$ cat config.mk
export PLATFORM = sky130hd
export DESIGN_NAME = fwd_ctrl
export DESIGN_NICKNAME = d
export VERILOG_FILES = /design/src/rtl/fwd_ctrl.sv
export SDC_FILE = /design/constraint.sdc
export NUM_CORES = 1
export LEC_CHECK = 0
export CAP_MARGIN = 20
export CORE_UTILIZATION = 50
export CTS_CLUSTER_DIAMETER = 30
export DETAILED_ROUTE_END_ITERATION = 8
export PLACE_DENSITY = 0.81
export SYNTH_ARGS = -nofsm -noshare
export SYNTH_HDL_FRONTEND = slang
export SYNTH_SLANG_ARGS = --single-unit
export TNS_END_PERCENT = 30
$ cat constraint.sdc
create_clock -name clk -period 6.26 [get_ports clk]
set_clock_uncertainty 0.2 [all_clocks]
set_input_delay 1.252 -clock clk [delete_from_list [all_inputs] [get_ports clk]]
set_output_delay 1.252 -clock clk [all_outputs]
set_load 0.1 [all_outputs]
$ cat src/rtl/fwd_ctrl.sv
// Operand-forwarding and load-use hazard controller for the 5-stage pipeline.
// Tracks EX/MEM/WB producers and drives the ALU operand mux selects and stall.
module fwd_ctrl #(
    parameter int REG_BITS = 5,
    parameter int CNT_BITS = 16
) (
    input  logic                clk,
    input  logic                rst,
    input  logic                id_valid,
    input  logic [REG_BITS-1:0] id_rs,
    input  logic [REG_BITS-1:0] id_rt,
    input  logic                id_use_rs,
    input  logic                id_use_rt,
    input  logic                id_imm_b,
    input  logic                id_wr_en,
    input  logic [REG_BITS-1:0] id_rd,
    input  logic                id_is_load,
    input  logic                flush,
    output logic                stall,
    output logic [1:0]          fwd_a_sel,
    output logic [1:0]          fwd_b_sel,
    output logic                ex_bubble,
    output logic [CNT_BITS-1:0] stall_cnt
);

    typedef enum logic [1:0] {
        SEL_RF    = 2'b00,
        SEL_EXMEM = 2'b01,
        SEL_MEMWB = 2'b10,
        SEL_IMM   = 2'b11
    } sel_e;

    typedef struct packed {
        logic                valid;
        logic                wr;
        logic [REG_BITS-1:0] rd;
        logic                load;
    } stage_t;

    localparam int EX  = 0;
    localparam int MEM = 1;
    localparam int WB  = 2;

    stage_t stage_q [3];

    logic   rs_hit_ex;
    logic   rt_hit_ex;
    logic   rt_needed;
    logic   load_use;
    logic   advance;
    sel_e   a_sel_d;
    sel_e   b_sel_d;
    stage_t id_rec;

    // Register 0 is hardwired, so a write to it is never a real producer.
    function automatic logic writes(input logic v, input logic w,
                                    input logic [REG_BITS-1:0] rd,
                                    input logic [REG_BITS-1:0] r);
        return v && w && (rd == r) && (r != '0);
    endfunction

    assign stall = !rst && id_valid && !flush && load_use;

    always_comb begin
        rt_needed = id_use_rt && !id_imm_b;
        rs_hit_ex = id_use_rs && writes(stage_q[EX].valid, stage_q[EX].wr,
                                        stage_q[EX].rd, id_rs);
        rt_hit_ex = rt_needed && writes(stage_q[EX].valid, stage_q[EX].wr,
                                        stage_q[EX].rd, id_rt);
        load_use  = stage_q[EX].load && (rs_hit_ex || rt_hit_ex);
        advance   = id_valid && !flush && !stall;

        id_rec.valid = 1'b1;
        id_rec.wr    = id_wr_en;
        id_rec.rd    = id_rd;
        id_rec.load  = id_is_load;
    end

    // The newest producer wins: the EX record is checked before the MEM record.
    always_comb begin
        a_sel_d = SEL_RF;
        if (id_use_rs) begin
            if (writes(stage_q[EX].valid, stage_q[EX].wr, stage_q[EX].rd, id_rs))
                a_sel_d = SEL_EXMEM;
            else if (writes(stage_q[MEM].valid, stage_q[MEM].wr, stage_q[MEM].rd, id_rs))
                a_sel_d = SEL_MEMWB;
        end

        b_sel_d = SEL_RF;
        if (id_imm_b) begin
            b_sel_d = SEL_IMM;
        end else if (id_use_rt) begin
            if (writes(stage_q[EX].valid, stage_q[EX].wr, stage_q[EX].rd, id_rt))
                b_sel_d = SEL_EXMEM;
            else if (writes(stage_q[MEM].valid, stage_q[MEM].wr, stage_q[MEM].rd, id_rt))
                b_sel_d = SEL_MEMWB;
        end
    end

    always_ff @(posedge clk) begin
        if (rst) begin
            stage_q[EX]  <= '0;
            stage_q[MEM] <= '0;
            stage_q[WB]  <= '0;
            fwd_a_sel    <= SEL_RF;
            fwd_b_sel    <= SEL_RF;
            ex_bubble    <= 1'b1;
        end else begin
            stage_q[WB]  <= stage_q[MEM];
            stage_q[MEM] <= stage_q[EX];
            if (advance) begin
                stage_q[EX] <= id_rec;
                fwd_a_sel   <= a_sel_d;
                fwd_b_sel   <= b_sel_d;
                ex_bubble   <= 1'b0;
            end else begin
                stage_q[EX] <= '0;
                fwd_a_sel   <= SEL_RF;
                fwd_b_sel   <= SEL_RF;
                ex_bubble   <= 1'b1;
            end
        end
    end

    // Saturating performance counter of stalled cycles.
    always_ff @(posedge clk) begin
        if (rst)
            stall_cnt <= '0;
        else if (stall && (stall_cnt != '1))
            stall_cnt <= stall_cnt + CNT_BITS'(1);
    end

endmodule

==> metrics, run 1 <==
first-pass GRT wire length between 6000 and 7000 microns; Hold Buf Count CTS 0; # resized after CTS 0; slowest stage delay, CP 550 ps; # diodes 0; final wirelength between 3000 and 4000 microns; Synth area leaders edfxtp_1 24%, dfxtp_1 23%, xor2_1 5.2%, xnor2_1 4.7%, and3_1 4.4%; post-CTS setup buffer count 0; min Tclk post-route 4610 ps; crit share post-route 0.737; fmax around 220 MHz; Final Net Count 270; Seq/Total Area, Yosys 0.472; Pleak 0.874 nW; largest net degree at the start of global routing 25; CP max stage cell or4_1; chip width ~63 microns; final setup violation count 0; TritonRoute pass-1 iters 4; Yosys top cell area share 0.244; Mapped Area ~1800 sq um; area leader, netlist edfxtp_1; area grow syn2layout 33.5%; met3 wire len 165 microns; die area about 3900 sq um; drt wl/cell around 13 microns; DRT antenna net count 0; status finished, final reports clean; Rel. slew slack 0.349; remaining global-route overflow 0; vias in the first global route 1445; Root Buffer clkbuf_8; Final Hold Viols 0; Setup crit end kind primary output; gpl congestion 0.888; Worst EP required between 4000 and 5000 ps; Mapped Cells around 180; DR WL met2 1730 microns; share of flip-flops with an asynchronous set or reset 0; num ports 46; Synth top cells by count 21 x dfxtp_1, 15 x a21oi_1, 15 x edfxtp_1, 13 x and3_1; Inserted Clock Buffers 5; Worst EP arrival 3160 ps; Netlist cell types 36; met1 WL 1820 microns; WP buf/inv 2; CTS tree yes; DP HPWL about 2900 microns; minimum hold slack 303 ps; crit-path cells clkdlybuf4s50_1 > or4_1 > o21a_1 > and4b_1 > o211a_1 > buf_4; Worst Hold Class reg2reg; Initial Util 0.537; Port Buf Inserts 45; Avg Cell Area, Syn 10.1 sq um; fin util 0.716; P per Cell Area 189 nW/um^2; Worst Max-Slew Pin Slew between 900 and 1000 ps; maximum vdd drop 0.157 mV; Rows 21; Crit path max-delay family simple AND/OR/NAND/NOR gates; Synth warnings 0; setup TNS 0 ps; DR top layer met4; startpoint types input port; htree depth 2; Seq cells post-synth 36; EDFF count, synth 15; unrepaired setup endpoints after global routing no; Clock Latency Late Sink 290 ps; Final Max Slew Viols 0; clk buf depth 2; GRT Util Overall 0.216; core box area 3440 sq um; initial antenna violation count 0; WS Path Type in2out; Die Y 62.8 microns; top_reg_cell synth dfxtp_1; Max Cap Viol 0; # DRC 0; Vias per Instance 5.31; most frequent cell after synthesis dfxtp_1; Iteration-0 DRC Markers 79; layout cells sized above 1 0.0528; via count 1551; TritonCTS sink count 36; clk slew on worst S/H paths around 60 ps; worst-path fanout max 3
-- path summary, 6_finish.rpt --
| kind | cells past startpoint | slack (ps) | endpoint | startpoint |
|---|---|---|---|---|
| max | 6 | 1650 | stall | id_rt[2] |
| max reg2reg | 6 | 3430 | stall_cnt[11] | stage_q[0][4] |
| min reg2reg | 2 | 300 | stall_cnt[14] | stall_cnt[14] |
| min | 2 | 300 | stall_cnt[14] | stall_cnt[14] |
-- cells in the final DEF, fill, tap and decap left out, drive strengths merged --
master,count
o41ai,1
o2111ai,2
or3,11
nand4,5
edfxtp,15
a21oi,15
o31ai,3
nor2b,7
or4b,1
and2,2
a31oi,1
clkbuf,8
o41a,1
ha,1
buf,3
conb,15
o211a,1
and3,14
and4,2
nand2,7
nor4,3
nor3,1
mux2i,1
or4,5
and4b,1
o21ai,11
clkdlybuf4s50,44
nand3,9
o21a,2
dfxtp,21
xnor2,10
nor2,7
xor2,11
inv,4
nor3b,1
-- logic make-up after synthesis --
| family | synth area share |
|---|---|
| xor+xnor | 0.0996 |
| other cells | 0.00203 |
| compound gates | 0.127 |
| mux | 0.00542 |
| flops | 0.472 |
| simple gates | 0.262 |
| buf+inv | 0.0264 |
| fa+ha+maj | 0.00677 |
-- metrics by stage --
step	setup slack [ps]	total power, W	std cells	cell area [sq um]
finish	1650	0.000466	292	2470
floorplan	2060	0.000290	196	1900
global placement	1670	0.000315	284	2390
global route	1570	0.000486	292	2470
detailed placement	1640	0.000316	284	2390
CTS	1630	0.000469	292	2470
-- registers in the layout, summed over array words and instances, names as in the netlist --
name,cells
fwd_b_sel,2
stage_q,15
stall_cnt,16
ex_bubble,1
fwd_a_sel,2
-- layer usage --
layer  GRT usage  up-vias
met1       0.287      710
li1            -      791
met4      0.0872        0
met3      0.0511        7
met5           0        -
met2       0.340       43
-- worst reg2reg max path, cell delays in order, from the launching register on --
cell and delay [ps]:
edfxtp_1 440, xor2_1 220, nor4_4 400, and3_4 270
o2111ai_2 430, or4_1 630, a21oi_1 160
-- cell type report --
type	instances	area, sq um
Multi-Input combinational cell	151	980
Fill cell	284	976
Sequential cell	36	871
Timing Repair Buffer	47	463
Clock buffer	8	80.1
Tap cell	46	57.6
Inverter	4	15.0
-- where the power goes --
group          leakage (nW)  internal [W]  switching [W]
clock                0.0395     0.0000790      0.0000761
combinational         0.516     0.0000267      0.0000264
sequential            0.319      0.000252     0.00000604
total                 0.874      0.000357       0.000108
Note: power is estimated with default switching activity, not from simulation.
==> run 2: changes to the inputs <==
CORE_UTILIZATION = 49   (was 50)
PLACE_DENSITY = 0.8   (was 0.81)
clock period = 4.4 ns   (was 6.26 ns; I/O delays follow)
==> metrics, run 2 (synthesized netlist as in run 1, its figures left out) <==
# DRC 0 (unchanged); # resized after CTS 0 (unchanged); Rel. slew slack 0.344 (-0.00564); min Tclk post-route 3850 ps; final setup violation count 0 (unchanged); total power 0.000700 W (+50%); vias in the first global route 1564 (+8.2%); worst-path fanout max 3 (unchanged); final wirelength 4090 microns (+8.3%); multi-input logic area 980 sq um (unchanged); Worst EP arrival 2770 ps (-390 ps); crit-path cells clkdlybuf4s50_1 > or4_1 > o21a_1 > and4b_1 > o211a_1 > buf_12; WS Path Type in2out; drt wl/cell 14.0 microns (+7.9%); largest reg by FF count stall_cnt; met2 Use GR 0.367 (+0.0273); worst reg2reg path depth 7 (+1); Clock Latency Late Sink 280 ps (about the same); Worst Max-Slew Pin Slew 981 ps (+8.44 ps); area grow syn2layout 35.7%; fillcell total 277 (-2.5%); commonest cells after routing, fill and taps aside 44 x clkdlybuf4s50_1, 21 x dfxtp_1, 15 x a21oi_1, 15 x edfxtp_1, 15 x conb_1; TritonCTS sink count 36 (unchanged); unrepaired setup endpoints after global routing no; DRT antenna net count 0 (unchanged); Die Y 63.4 microns (+0.98%); layer with the highest usage met2; Iteration-0 DRC Markers 60 (-24%); worst setup path end stall; clk slew on worst S/H paths 70 ps (about the same); Worst Hold Class reg2reg; largest net degree at the start of global routing 24 (-4.0%); P per Cell Area 279 nW/um^2 (+48%); Vias per Instance 5.44 (+2.4%); die area 4020 sq um (+2.0%); max reg flops 16 (unchanged); maximum vdd drop 0.214 mV (+36%); RR Startpoint stage_q[0][3]; via count 1594 (+2.8%); DP HPWL 2980 microns (+3.4%); chip width 63.4 microns (+0.98%); Setup crit end kind primary output; status finished, final reports clean; fmax 260 MHz; Crit path max-delay family simple AND/OR/NAND/NOR gates; Pleak 0.893 nW (+2.2%); Hold Buf Count CTS 0 (unchanged); layout cells sized above 1 0.0648 (+0.0119); clk buf depth 2 (unchanged); post-place setup slack 550 ps (-1090 ps); Setup WS post-layout 547 ps (-1100 ps); startpoint types input port; worst setup path start id_rt[1]; # diodes 0 (unchanged); htree depth 2 (unchanged); CP Depth 6 (unchanged); register area 871 sq um (unchanged); initial antenna violation count 0 (unchanged); remaining global-route overflow 0 (unchanged); Final Net Count 271 (+0.37%); met3 Use GR 0.0761 (+0.0250); worst reg-to-reg setup slack 1810 ps (-1620 ps); CTS tree yes; WP buf/inv 2 (unchanged); CP max stage cell or4_1; Final Max Slew Viols 0 (unchanged); Rows 21 (unchanged); FF-to-FF End stall_cnt[9]; core box area 3470 sq um (+0.76%); gpl congestion 0.871 (-2.0%); first-pass GRT wire length 7040 microns (+7.0%); post-CTS setup buffer count 0 (unchanged); met1 global-route usage 0.287 (+0.000636); Inserted Clock Buffers 5 (unchanged); Root Buffer clkbuf_8; Max Cap Viol 0 (unchanged); setup TNS 0 ps (unchanged); slowest stage delay, CP 570 ps (+20 ps); num ports 46 (unchanged); commonest non-fill, non-tap cell in the layout clkdlybuf4s50_1; Initial Util 0.532 (-0.00406); post-layout instance area 2510 sq um (+1.6%); Final Hold Viols 0 (unchanged); Port Buf Inserts 45 (unchanged); Area after DPL 2410 sq um (+0.84%); crit share post-route 0.876; TritonRoute pass-1 iters 4 (unchanged); GRT Util Overall 0.231 (+0.0142); biggest regs stall_cnt x16, stage_q x15; Worst EP required 3320 ps (-1490 ps)
==> run 2: cell types whose count changed in the layout (fill, tap and decap cells not counted) <==
| cell | delta |
|---|---|
| buf_12 | +1 |
| clkbuf_1 | -2 |
| clkbuf_8 | +2 |
==> run 2: worst register-to-register path, stage by stage, from the launching register on <==
cell	delay, ps
edfxtp_1	470
xor2_1	230
nor4_4	330
and4b_1	310
o2111ai_2	120
buf_4	220
or4_1	480
a21oi_1	160
==> run 2: how the worst min path moves through the flow <==
| stage | slack (ps) | to | from | cells past startpoint |
|---|---|---|---|---|
| 5_1_grt | 330 | stall_cnt[14] | stall_cnt[14] | 2 |
| 3_3_place_gp | 280 | stall_cnt[14] | stall_cnt[14] | 2 |
| 4_1_cts | 310 | stall_cnt[14] | stall_cnt[14] | 2 |
| 3_5_place_dp | 290 | stall_cnt[14] | stall_cnt[14] | 2 |
| 6_report | 310 | stall_cnt[14] | stall_cnt[14] | 2 |
| 2_1_floorplan | 340 | stage_q[0][14] | stage_q[0][6] | 1 |
==> run 2: cell type report <==
class                           count  share of cell area
Multi-Input combinational cell    151               0.391
Sequential cell                    36               0.347
Timing Repair Buffer               48               0.193
Clock buffer                        8              0.0399
Tap cell                           46              0.0230
Inverter                            4             0.00599
==> run 2: through the flow <==
stage / cells / hold WS, ps / util
floorplan: 196 / 343 / -
global placement: 285 / 282 / 0.694
detailed placement: 285 / 293 / 0.694
CTS: 293 / 311 / 0.723
global route: 293 / 329 / 0.723
finish: 293 / 308 / 0.723
==> run 2: power breakdown <==
group | internal (W) | switching (W)
logic | 0.0000380 | 0.0000377
clock network | 0.000143 | 0.000113
registers | 0.000358 | 0.00000953
==> run 2: layer usage <==
| layer | part of all wire | up-vias |
|---|---|---|
| met1 | 0.46 | 744 |
| met5 | 0 | - |
| met2 | 0.47 | 39 |
| li1 | - | 801 |
| met4 | 0.018 | 0 |
| met3 | 0.051 | 10 |
